File: config.mk
export PLATFORM = sky130hd
export DESIGN_NAME = inst_encoder_flat
export DESIGN_NICKNAME = d
export VERILOG_FILES = /design/src/rtl/inst_encoder_if.sv /design/src/rtl/inst_encoder.sv /design/src/flat_wrapper.sv
export SDC_FILE = /design/constraint.sdc
export NUM_CORES = 1
export LEC_CHECK = 0
export CORE_MARGIN = 3
export CORE_UTILIZATION = 46
export DETAILED_ROUTE_END_ITERATION = 8
export PLACE_DENSITY_LB_ADDON = 0.25
export SETUP_SLACK_MARGIN = 0.4
export SYNTH_ARGS = -nofsm -noshare
export SYNTH_HDL_FRONTEND = slang
export SYNTH_SLANG_ARGS = --single-unit
File: constraint.sdc
create_clock -name clk -period 3.05 [get_ports clk]
set_input_delay 0.305 -clock clk [delete_from_list [all_inputs] [get_ports clk]]
set_output_delay 0.305 -clock clk [all_outputs]
set_load 0.05 [all_outputs]
File: src/rtl/inst_encoder_if.sv
// Field-bundle input and encoded-word output channels of the instruction encoder.
interface inst_encoder_if;
  logic        in_valid;
  logic        in_ready;
  logic [2:0]  imm_sel;
  logic [6:0]  opcode;
  logic [4:0]  rd;
  logic [4:0]  rs1;
  logic [4:0]  rs2;
  logic [2:0]  funct3;
  logic [6:0]  funct7;
  logic [31:0] imm;
  logic        out_valid;
  logic        out_ready;
  logic [31:0] out_inst;
  logic [31:0] out_addr;
  logic        out_err;
  logic [7:0]  err_cnt;

  // Host/loader side: drives fields and accepts encoded words.
  modport master (
    output in_valid, imm_sel, opcode, rd, rs1, rs2, funct3, funct7, imm, out_ready,
    input  in_ready, out_valid, out_inst, out_addr, out_err, err_cnt
  );

  // Encoder side.
  modport slave (
    input  in_valid, imm_sel, opcode, rd, rs1, rs2, funct3, funct7, imm, out_ready,
    output in_ready, out_valid, out_inst, out_addr, out_err, err_cnt
  );
endinterface

File: src/rtl/inst_encoder.sv
// RISC-V instruction encoder: packs decoded fields + immediate into a word,
// flags unrepresentable immediates, and streams words with sequential addresses.
module inst_encoder #(
  parameter logic [31:0] BASE_ADDR = 32'h0000_0000,
  parameter int          DEPTH     = 1024
) (
  input  logic          clk,
  input  logic          rst_n,
  input  logic          restart,
  inst_encoder_if.slave bus
);
  localparam int AW = $clog2(DEPTH);

  typedef struct packed {
    logic [31:0] inst;
    logic        err;
  } enc_word_t;

  enc_word_t       enc;
  enc_word_t       out_q;
  logic            out_vld_q;
  logic [AW-1:0]   idx_q;
  logic [7:0]      err_cnt_q;
  logic            in_hs;
  logic            out_hs;

  always_comb begin
    enc          = '0;
    enc.inst[6:0] = bus.opcode;
    unique case (bus.imm_sel)
      3'd0: begin
        enc.inst[31:7] = {bus.imm[11:0], bus.rs1, bus.funct3, bus.rd};
        enc.err        = bus.imm != {{20{bus.imm[11]}}, bus.imm[11:0]};
      end
      3'd1: begin
        enc.inst[31:7] = {bus.imm[11:5], bus.rs2, bus.rs1, bus.funct3, bus.imm[4:0]};
        enc.err        = bus.imm != {{20{bus.imm[11]}}, bus.imm[11:0]};
      end
      3'd2: begin
        enc.inst[31:7] = {bus.imm[12], bus.imm[10:5], bus.rs2, bus.rs1, bus.funct3,
                          bus.imm[4:1], bus.imm[11]};
        enc.err        = (bus.imm != {{19{bus.imm[12]}}, bus.imm[12:0]}) || bus.imm[0];
      end
      3'd3: begin
        enc.inst[31:7] = {bus.imm[31:12], bus.rd};
        enc.err        = |bus.imm[11:0];
      end
      3'd4: begin
        enc.inst[31:7] = {bus.imm[20], bus.imm[10:1], bus.imm[11], bus.imm[19:12], bus.rd};
        enc.err        = (bus.imm != {{11{bus.imm[20]}}, bus.imm[20:0]}) || bus.imm[0];
      end
      3'd5: begin
        enc.inst[31:7] = {bus.funct7, bus.imm[4:0], bus.rs1, bus.funct3, bus.rd};
        enc.err        = |bus.imm[31:5];
      end
      3'd6: begin
        enc.inst[31:7] = {bus.imm[11:0], bus.rs1, bus.funct3, bus.rd};
        enc.err        = |bus.imm[31:12];
      end
      default: begin
        enc.inst[31:7] = {bus.funct7, bus.rs2, bus.rs1, bus.funct3, bus.rd};
        enc.err        = 1'b0;
      end
    endcase
  end

  // restart wins over both handshakes in its cycle
  assign bus.in_ready = !restart && (!out_vld_q || bus.out_ready);
  assign in_hs        = bus.in_valid && bus.in_ready;
  assign out_hs       = !restart && out_vld_q && bus.out_ready;

  always_ff @(posedge clk or negedge rst_n) begin
    if (!rst_n) begin
      out_vld_q <= 1'b0;
      out_q     <= '0;
      idx_q     <= '0;
      err_cnt_q <= '0;
    end else if (restart) begin
      out_vld_q <= 1'b0;
      out_q     <= '0;
      idx_q     <= '0;
      err_cnt_q <= '0;
    end else begin
      if (in_hs) begin
        out_vld_q <= 1'b1;
        out_q     <= enc;
      end else if (out_hs) begin
        out_vld_q <= 1'b0;
      end
      // DEPTH is a power of two, so the index wraps on its own
      if (out_hs) begin
        idx_q <= idx_q + 1'b1;
        if (out_q.err && err_cnt_q != 8'hFF) err_cnt_q <= err_cnt_q + 8'd1;
      end
    end
  end

  assign bus.out_valid = out_vld_q;
  assign bus.out_inst  = out_q.inst;
  assign bus.out_err   = out_q.err;
  assign bus.out_addr  = BASE_ADDR + {30'(idx_q), 2'b00};
  assign bus.err_cnt   = err_cnt_q;
endmodule

File: src/flat_wrapper.sv
// flat-port wrapper written by rule: the top's interface ports become plain ports
module inst_encoder_flat 
#(
  parameter logic [31:0] BASE_ADDR = 32'h0000_0000,
  parameter int          DEPTH     = 1024
)
  (clk, rst_n, restart, bus_in_valid, bus_imm_sel, bus_opcode, bus_rd, bus_rs1, bus_rs2, bus_funct3, bus_funct7, bus_imm, bus_out_ready, bus_in_ready, bus_out_valid, bus_out_inst, bus_out_addr, bus_out_err, bus_err_cnt);
  inst_encoder_if bus_i ();
  input  logic clk;
  input  logic rst_n;
  input  logic restart;
  input wire logic [$bits(bus_i.in_valid)-1:0] bus_in_valid;
  input wire logic [$bits(bus_i.imm_sel)-1:0] bus_imm_sel;
  input wire logic [$bits(bus_i.opcode)-1:0] bus_opcode;
  input wire logic [$bits(bus_i.rd)-1:0] bus_rd;
  input wire logic [$bits(bus_i.rs1)-1:0] bus_rs1;
  input wire logic [$bits(bus_i.rs2)-1:0] bus_rs2;
  input wire logic [$bits(bus_i.funct3)-1:0] bus_funct3;
  input wire logic [$bits(bus_i.funct7)-1:0] bus_funct7;
  input wire logic [$bits(bus_i.imm)-1:0] bus_imm;
  input wire logic [$bits(bus_i.out_ready)-1:0] bus_out_ready;
  output wire logic [$bits(bus_i.in_ready)-1:0] bus_in_ready;
  output wire logic [$bits(bus_i.out_valid)-1:0] bus_out_valid;
  output wire logic [$bits(bus_i.out_inst)-1:0] bus_out_inst;
  output wire logic [$bits(bus_i.out_addr)-1:0] bus_out_addr;
  output wire logic [$bits(bus_i.out_err)-1:0] bus_out_err;
  output wire logic [$bits(bus_i.err_cnt)-1:0] bus_err_cnt;
  assign bus_i.in_valid = bus_in_valid;
  assign bus_i.imm_sel = bus_imm_sel;
  assign bus_i.opcode = bus_opcode;
  assign bus_i.rd = bus_rd;
  assign bus_i.rs1 = bus_rs1;
  assign bus_i.rs2 = bus_rs2;
  assign bus_i.funct3 = bus_funct3;
  assign bus_i.funct7 = bus_funct7;
  assign bus_i.imm = bus_imm;
  assign bus_i.out_ready = bus_out_ready;
  assign bus_in_ready = bus_i.in_ready;
  assign bus_out_valid = bus_i.out_valid;
  assign bus_out_inst = bus_i.out_inst;
  assign bus_out_addr = bus_i.out_addr;
  assign bus_out_err = bus_i.out_err;
  assign bus_err_cnt = bus_i.err_cnt;
  inst_encoder #(.BASE_ADDR(BASE_ADDR), .DEPTH(DEPTH)) u_core (.clk(clk), .rst_n(rst_n), .restart(restart), .bus(bus_i));
endmodule
==> run metrics, run 1 <==
final instance area=4673 µm²; Final min period=about 2.2 ns; DIE AREA=~8300 µm²; # diodes=0; initial antenna violation count=0; synth top area cells=dfrtp_1, nand3_1, mux2i_1; largest net degree at the start of global routing=31; Worst EP required=3.24 ns; fillers=582; register bit total from synthesis=52; nets=roughly 570; first drt pass iteration count=6; clock skew=between 0.003 and 0.004 ns; Congestion Overflow GR=0; final setup violation count=0; CP Class=in2reg; Critical Path Start Type=primary input; Post-Syn Area=3312 µm²; PwrDens=389.6 nW/µm²; Port Buffers=about 120; Post-synth EDFFs=0; Setup Fix Bufs, Post-CTS=0; r2r endpoint=u_core.bus.err_cnt[7]; number of global-route vias before repair=3184; R2R depth=5; core box area=6869 µm²; first-pass GRT wire length=15570 µm; Peak VDD IR=between 0.15 and 0.2 mV; routed len/inst=16.14 µm; share of the synthesized area in the top cell type=39.29%; Post-DP HPWL=7455 µm; CTS H-Tree Depth=2; Ys Warns=0; clk buf depth=2; Slew headroom=54.39%; Hold Path Class=in2async; sequential area share after synthesis=around 39%; Critical Path End Type=register; worst setup path startpoint=bus_imm[28]; post-synth top area cell=dfrtp_1; Top Ports=~150; syn_area_per_cell=8.762 µm²; FMAX=449.3 MHz; Post-DRT Antenna Nets=0; CP max FO=6; Vias=3242; CTS tree=built; clock sinks=52; RSZ-0062 raised after global routing=no; Synth Instances=378; clock slew at reported path FFs=0.10 ns; Netlist cell types=52; Worst-Margin Slew=0.6841 ns; max-slew violations=0; Clock Latency Late Sink=0.30 ns; Leakage Power=2.039 nW; Inserted Clock Buffers=5; reg2reg start=u_core.bus.err_cnt[0]; Setup TNS=0 ns; Die H=90.85 µm; CP arrival=2.41 ns; Remaining DRCs=0; final wirelength=roughly 9500 µm; post_cts resized=0; std cell rows=30; Root Driver=clkbuf_8; Post-synth ARST share=100.0%; Iter 0 DRT Violations=148; routed vias/inst=5.486; placed cell areas=4552 µm²; RD Place Congestion=roughly 0.95; final worst-path cycle share=about 73%; R2R Setup Slk=1.28 ns; Die X=90.85 µm; final hold vios=0; share of layout cells above drive strength 1=4.848%; total global-route track usage=22.89%; # hold bufs at CTS=0; area grow syn2layout=41.10%; outcome=complete, no violations; Starting Density=around half; Post-synth top flop=dfrtp_1; Max Cap Viol=0
-- sequential cells by signal, summed over array words and instances, names as in the netlist --
signal / cells
u_core.bus.err_cnt: 8
u_core.bus.out_err: 1
u_core.bus.out_valid: 1
u_core.idx_q: 10
u_core.bus.out_inst: 32
-- critical path, stage by stage --
cell             delay (ns)
clkdlybuf4s50_1        0.52
nor4_1                 0.61
nand4_1                0.21
or4_1                  0.54
nand3_1                0.11
a41oi_2                0.12
-- Yosys cell counts (4+ instances only) --
cell	n
dfrtp_1	52
nand3_1	36
nand2_1	35
nor2_1	27
buf_4	22
o21ai_0	20
inv_1	19
mux2i_1	17
clkbuf_1	15
a21oi_1	14
nand4_1	10
xor2_1	10
a222oi_1	6
and3_1	6
nor3_1	6
o21a_1	6
o22ai_1	6
a221o_1	5
ha_1	5
nor2b_1	5
a22oi_1	4
buf_1	4
xnor2_1	4
-- logic make-up (layout without fill, tap and decap cells) --
family	after synthesis	in the layout	share of synthesized area, %
AO/OA/AOI/OAI	77	77	16.55
XOR/XNOR	14	14	3.702
adder cells (fa/ha/maj)	5	5	1.889
buffers and inverters	64	160	10.09
flip-flops	52	52	39.29
multiplexers	18	18	5.478
other	1	22	0.1132
AND/OR/NAND/NOR	147	147	22.89
-- final cells by class --
cell class / count / area, µm² / area share [%]
timing repair buffer: 133 / 1304 / 27.90
inverter: 19 / 71.32 / 1.526
sequential: 52 / 1301 / 27.84
multi-input combinational: 283 / 1755 / 37.56
clock buffer: 6 / 82.58 / 1.767
tap: 96 / 120.1 / 2.570
clock inverter: 2 / 38.79 / 0.8300
-- cell usage in the layout (no fill, tap or decap), types with 2 or more instances in the layout --
cell             instances
and3_1                   6
o22ai_1                  6
nor2_1                  27
or3_1                    3
ha_1                     5
o41ai_1                  2
nand2b_1                 3
a221o_1                  5
dfrtp_1                 52
o21ai_0                 20
a2bb2oi_1                2
xor2_1                  10
xnor2_1                  4
o21a_1                   6
clkdlybuf4s50_1        123
and4_1                   3
a222oi_1                 6
nor4_1                   2
and2_0                   2
nand4_1                 10
and2_1                   2
a22oi_1                  4
nor2b_1                  5
mux2i_1                 17
a41oi_2                  2
nand3_1                 36
or4_1                    2
inv_1                   19
a21oi_1                 14
nor3_1                   6
buf_4                    9
conb_1                  22
nand2_1                 35
clkbuf_8                 6
-- stage by stage --
stage	total power [mW]	hold WS, ns	setup slack [ns]	instances	util, %
CTS	1.835	0.04580	0.9175	591	68.03
global route	1.903	0.07822	0.7483	591	68.03
global placement	1.326	0.3730	0.6741	583	66.27
detailed placement	1.333	0.3867	0.6035	583	66.27
finish	1.821	0.02974	0.8243	591	68.03
floorplan	1.117	0.009409	1.172	399	-
-- metal layers --
metal  track usage, %  wire, µm  up-vias
met5                0         0        -
met4            6.533       136        0
met3            3.583       640       11
met2            40.09      4815      142
met1            29.20      3948     1544
li1                 -         -     1545
-- how the worst max path moves through the flow --
stage	slack (ns)	to
after floorplan	1.17	u_core.bus.err_cnt[7]
after global placement	0.67	u_core.bus.out_err
after detailed placement	0.60	u_core.bus.out_err
after CTS	0.92	bus_in_ready
after global routing	0.75	u_core.bus.out_err
final	0.82	u_core.bus.out_err
-- power breakdown --
part,total [mW],switching (mW),internal (mW)
Sequential,0.747,0.0231,0.724
Clock,0.499,0.231,0.269
Combinational,0.574,0.360,0.214
Total,1.82,0.614,1.21
No activity file was read; power rests on OpenSTA's default activity.
==> run 2, diff against run 1 <==
CORE_UTILIZATION = 38   (was 46)
clock period = 1.8 ns   (was 3.05 ns; I/O delays follow)
==> run metrics, run 2 (same netlist as run 1, synthesis figures left out) <==
Inserted Clock Buffers=5 (unchanged); reg2reg start=u_core.bus.err_cnt[5] (was u_core.bus.err_cnt[0]); final hold slack=-0.02408 ns (was 0.02974 ns); std cell rows=33 (was 30); clk buf depth=2 (unchanged); Max Cap Viol=0 (unchanged); max FFs per register=32 (unchanged); share of layout cells above drive strength 1=34.33% (was 4.848%); final setup violation count=0 (unchanged); Remaining DRCs=0 (unchanged); clock sinks=52 (unchanged); outcome=complete, but fails checks (was complete, no violations); CP arrival=1.77 ns (was 2.41 ns); Final min period=1.525 ns; initial antenna violation count=0 (unchanged); final wirelength=10870 µm (was 9540 µm); Post-DP HPWL=8235 µm (was 7455 µm); Leakage Power=2.514 nW (was 2.039 nW); Final Util=64.48% (was 68.03%); # diodes=0 (unchanged); RSZ-0062 raised after global routing=yes (was no); Critical Path End Type=register (unchanged); nets=644 (was 571); worst setup path startpoint=u_core.bus.err_cnt[5] (was bus_imm[28]); clock slew at reported path FFs=0.10 ns (about the same); first drt pass iteration count=5 (was 6); # hold bufs at CTS=0 (unchanged); Die H=99.36 µm (was 90.85 µm); FMAX=655.7 MHz; PwrDens=589.3 nW/µm² (was 389.6 nW/µm²); Clock Latency Late Sink=0.31 ns (was 0.30 ns); first-pass GRT wire length=17120 µm (was 15570 µm); CP max FO=3 (was 6); max-slew violations=0 (unchanged); Critical Path Start Type=register (was primary input); failing checks=hold timing; core box area=8341 µm² (was 6869 µm²); Post-DRT Antenna Nets=0 (unchanged); max incr delay on CP=0.43 ns (was 0.61 ns); Congestion Overflow GR=0 (unchanged); Die X=99.36 µm (was 90.85 µm); placed cells=647 (was 583); Root Driver=clkbuf_8 (unchanged); routed vias/inst=5.253 (was 5.486); final hold vios=19 (was 0); largest net degree at the start of global routing=53 (was 31); Top Ports=147 (unchanged); CP Class=reg2reg (was in2reg); final non-filler cell total=673 (was 591); Starting Density=39.71% (was 48.21%); Iter 0 DRT Violations=150 (was 148); most frequent cells in the layout=buf_4, dfrtp_1, clkdlybuf4s50_1 (was clkdlybuf4s50_1, dfrtp_1, nand3_1); critical-path cell list=and4_4, a41oi_4, nand3_2, or3_1, a21oi_2 (was clkdlybuf4s50_1, nor4_1, nand4_1, or4_1, nand3_1, a41oi_2); final worst-path cycle share=84.73%; Port Buffers=124 (unchanged); Slew headroom=54.50% (was 54.39%); area grow syn2layout=62.37% (was 41.10%); Vias=3535 (was 3242); total global-route track usage=21.25% (was 22.89%); critical path's slowest cell=dfrtp_2 (was nor4_1); routed len/inst=16.15 µm (was 16.14 µm); Peak VDD IR=0.3103 mV (was 0.1882 mV); CTS H-Tree Depth=2 (unchanged); total power=3.169 mW (was 1.821 mW); RD Place Congestion=0.9496 (was 0.9461); Worst-Margin Slew=0.6825 ns (was 0.6841 ns); Worst EP required=2.04 ns (was 3.24 ns); DIE AREA=9871 µm² (was 8254 µm²); commonest non-fill, non-tap cell in the layout=buf_4 (was clkdlybuf4s50_1); number of global-route vias before repair=3529 (was 3184); clock skew=0.003178 ns (was 0.003087 ns); Hold Path Class=in2async (unchanged); CTS tree=built (unchanged)
[run 2: changes by cell type in the layout (fill, tap and decap cells not counted), moves of 5 or more]
cell             change
nand3_2              +5
clkdlybuf4s15_2     +14
buf_6                +8
clkdlybuf4s15_1     +24
buf_4               +64
clkbuf_2            +29
dfrtp_2             +12
clkdlybuf4s50_1     -86
nand3_1              -6
dlygate4sd2_1       +14
dfrtp_1             -12
[run 2: timing repair]
| item | CTS | global route |
|---|---|---|
| gates resized for setup | 161 | 92 |
| setup endpoints to repair | 87 | 65 |
| pin swaps | 19 | 22 |
| setup buffers | 8 | 9 |
| cloned | 1 | 0 |
[run 2: worst paths after layout]
check                                                to  slack, ns  depth (start not counted)
worst max-delay path              u_core.bus.err_cnt[7]       0.27                          5
worst min-delay path              u_core.bus.err_cnt[4]      -0.02                          2
worst max register to register    u_core.bus.err_cnt[7]       0.27                          5
worst min register to register  u_core.bus.out_inst[12]       0.49                          2
max in group asynchronous            u_core.bus.out_err       1.32                          2
min in group clk                u_core.bus.out_inst[13]       0.35                          3
[run 2: where the power goes]
part	internal (mW)	switching (mW)
Clock	0.420	0.427
Sequential	1.23	0.0412
Combinational	0.396	0.657
[run 2: worst max-delay path, delay by kind of cell (launching register included)]
kind	cells	cell delay (ns)
AOI/OAI and AO/OA	2	0.38
and+or+nand+nor	3	0.65
DFF	1	0.43
[run 2: routing by layer]
metal  vias to the layer above  part of all wire, %  routed length [µm]  track usage [%]
li1                       1693                    -                   -                -
met4                         0                  1.9                 212            6.197
met3                        17                  5.9                 646            2.665
met5                         -                    0                   0                0
met1                      1693                   40                4327            25.76
met2                       132                   52                5686            39.20
[run 2: final cells by class]
cell class	count	area [µm²]
Clock buffer	5	68.82
Clock inverter	3	46.29
Fill cell	723	2963
Inverter	19	71.32
Multi-Input combinational cell	283	2012
Sequential cell	52	1316
Tap cell	105	131.4
Timing Repair Buffer	206	1732
[run 2: through the flow]
| stage | setup TNS (ns) | setup slack (ns) | hold WS, ns | area, µm² |
|---|---|---|---|---|
| after floorplan | 0 | 0.1439 | -0.1156 | 3508 |
| final | 0 | 0.2748 | -0.02408 | 5378 |
| after global routing | 0 | 0.2227 | 0.02087 | 5378 |
| after detailed placement | -2.100 | -0.2807 | 0.3478 | 5086 |
| after CTS | 0 | 0.2916 | 0.009449 | 5320 |
| after global placement | -1.800 | -0.2248 | 0.3454 | 5086 |
==> patch (config.mk and constraints of run 2) <==
`DEPTH` is set to 1024 in 2 places; all go to 512.
--- a/src/rtl/inst_encoder.sv
+++ b/src/rtl/inst_encoder.sv
@@ -4,3 +4,3 @@
   parameter logic [31:0] BASE_ADDR = 32'h0000_0000,
-  parameter int          DEPTH     = 1024
+  parameter int          DEPTH     = 512
 ) (
--- a/src/flat_wrapper.sv
+++ b/src/flat_wrapper.sv
@@ -4,3 +4,3 @@
   parameter logic [31:0] BASE_ADDR = 32'h0000_0000,
-  parameter int          DEPTH     = 1024
+  parameter int          DEPTH     = 512
 )
Formal check against the unedited RTL: same outputs for any inputs over 10 cycles, from zero or initial values and one cycle with rst_n low; that may be too few to reach the edited logic, so the function may still have changed.
==> patch against run 2 <==
  * Critical path depth rose by 1
  * Die area rose by 3.3%
  * Clock skew rose by 0.0061 ns
  * Sequential cell count fell by 1
  * Design area rose by 0.49%
  * Fmax fell by 1.1%
  * Power fell by 0.71%
  * Setup slack got worse by 0.017 ns
  * Combinational power rose by 12%
  * Synthesized area rose by 3.5%
  * Non-clock buffer count rose by 1
  * Count of clock-buffer cells in the layout rose by 1
  * Sequential share of layout area fell by 0.74 points
  * Wire length rose by 4.6%
  * Critical path type unchanged
  * Highest routed layer unchanged
==> patch: results (changes against run 2) <==
{
  "yosys": {
    "seq_area_frac_synth": {"value": 37.2, "unit": "%", "change": "-2.1 points"},
    "synthesis.instances": {"value": 409, "change": "+8.2%"},
    "netlist_top_cells_count": "sky130_fd_sc_hd__dfrtp_1, sky130_fd_sc_hd__nand3_1, sky130_fd_sc_hd__nor2_1, sky130_fd_sc_hd__o21ai_0, sky130_fd_sc_hd__nand2_1",
    "synth_fa_ha_area_share": {"value": 1.82, "unit": "%", "change": "-0.064 points"},
    "synth-compound-area-share": {"value": 18.9, "unit": "%", "change": "+2.3 points"},
    "ys_warn_count": {"value": 0, "change": "unchanged"},
    "ys_types": {"value": 53, "change": "+1.9%"},
    "synth-xor-area-share": {"value": 3.58, "unit": "%", "change": "-0.13 points"},
    "synth.top_cells.by_area": "sky130_fd_sc_hd__dfrtp_1, sky130_fd_sc_hd__nand3_1, sky130_fd_sc_hd__buf_4",
    "synth_mux_area_share": {"value": 3.87, "unit": "%", "change": "-1.6 points"}
  },
  "min_path": {
    "hold_path_class": "input port to register"
  },
  "pwr": {
    "leakagePower": {"value": 2.46, "unit": "nW", "change": "-2.1%"},
    "ir_drop": {"value": 0.000283, "unit": "V", "change": "-9.0%"}
  },
  "drt": {
    "detailedRoute.firstIterationViolations": {"value": 217, "change": "+45%"},
    "routed-via-count": {"value": 3794, "change": "+7.3%"},
    "drt_wl_total": {"value": 11400, "unit": "um", "change": "+4.6%"}
  },
  "place": {
    "routabilityCongestion": {"value": 0.930, "change": "-2.1%"},
    "io_buffers": {"value": 123, "change": "-0.81%"},
    "hpwl": {"value": 8640, "unit": "um", "change": "+4.9%"},
    "placement.setup.worst_slack": {"value": -0.252, "unit": "ns", "change": "+0.0283 ns"}
  },
  "critical_path": {
    "timing.reg2reg.worst_path_depth": {"value": 6, "change": "+1"},
    "timing.rr.end": "u_core.bus.err_cnt[6]",
    "critical_path.startpoint": "u_core.bus.err_cnt[1]",
    "arrival": {"value": 1.75, "unit": "ns", "change": "-0.02 ns"}
  },
  "grt": {
    "track_usage": {"value": 21.9, "unit": "%", "change": "+0.61 points"},
    "maximum_number_of_pins_on_one_net_before_global_route_repair": {"value": 52, "change": "-1.9%"},
    "grt_first_pass_wirelength": {"value": 18000, "unit": "um", "change": "+5.4%"},
    "first_global_vias": {"value": 3655, "change": "+3.6%"}
  },
  "timing": {
    "largest_clock_skew_in_the_final_design": {"value": 0.00932, "unit": "ns", "change": "+0.00614 ns"},
    "fin_worst_hold_slack": {"value": 0.338, "unit": "ns", "change": "+0.362 ns"},
    "timing_worst_slew_pin_value": {"value": 0.646, "unit": "ns", "change": "-0.0368 ns"}
  },
  "clocking": {
    "clock_tree.root_cell": "sky130_fd_sc_hd__clkbuf_8"
  },
  "finish": {
    "share_of_layout_cells_above_drive_strength_1": {"value": 32.3, "unit": "%", "change": "-2.0 points"},
    "num-fill-cells": {"value": 793, "change": "+9.7%"}
  },
  "status": {
    "status": "completed"
  }
}
## patch: layout make-up
class	instances	area, um^2	share of cell area (%)
Multi-Input combinational cell	319	2130	39.5
Inverter	9	37.5	0.695
Clock buffer	6	82.6	1.53
Timing Repair Buffer	207	1720	31.8
Sequential cell	51	1280	23.7
Tap cell	108	135	2.50
Clock inverter	2	16.3	0.301
## patch: per-stage QoR
step	instance area (um^2)	setup TNS [ns]
2_1_floorplan	3560	0
3_3_place_gp	5120	-0.328
3_5_place_dp	5120	-0.843
4_1_cts	5450	0
5_1_grt	5400	0
6_report	5400	0
## patch: cell families (layout without fill, tap and decap cells)
| group | count (synthesis) | in the layout |
|---|---|---|
| compound gates | 99 | 99 |
| fa+ha+maj | 5 | 5 |
| mux | 13 | 13 |
| buf+inv | 61 | 224 |
| simple gates | 165 | 165 |
| xor+xnor | 14 | 14 |
| flops | 51 | 51 |
| other cells | 1 | 23 |
## patch: report_power, final
part | switching [mW] | leakage (nW) | internal, mW
logic | 0.745 | 1.74 | 0.432
registers | 0.0446 | 0.676 | 1.22
clock network | 0.394 | 0.0474 | 0.315
## patch: worst max path at each step
stage                                  to  slack [ns]  cells past startpoint
floorplan           u_core.bus.err_cnt[6]         0.1                      6
global placement       u_core.bus.out_err       -0.23                      6
detailed placement     u_core.bus.out_err       -0.25                      6
CTS                 u_core.bus.err_cnt[6]        0.27                      6
global route        u_core.bus.err_cnt[6]        0.19                      6
finish              u_core.bus.err_cnt[6]        0.26                      6
## patch: timing repair
item	CTS	global route
pin swaps	33	22
setup buffers	15	1
hold endpoints to repair	28	0
resized for setup	182	79
setup endpoints to repair	86	61
hold buffers	1	0
## patch: routing by layer
metal  track usage [%]  routed length [um]
met2              38.0                5600
met1              28.9                4710
met4              5.32                 218
met5                 0                   0
met3              2.56                 839
## patch: worst register-to-register path, delay by kind of cell (launching register included)
kind / cells / cell delay (ns)
xor gates and xnor gates: 1 / 0.12
AOI/OAI and AO/OA: 1 / 0.22
adders and majority gates: 1 / 0.17
DFF: 1 / 0.44
and+or+nand+nor: 3 / 0.49
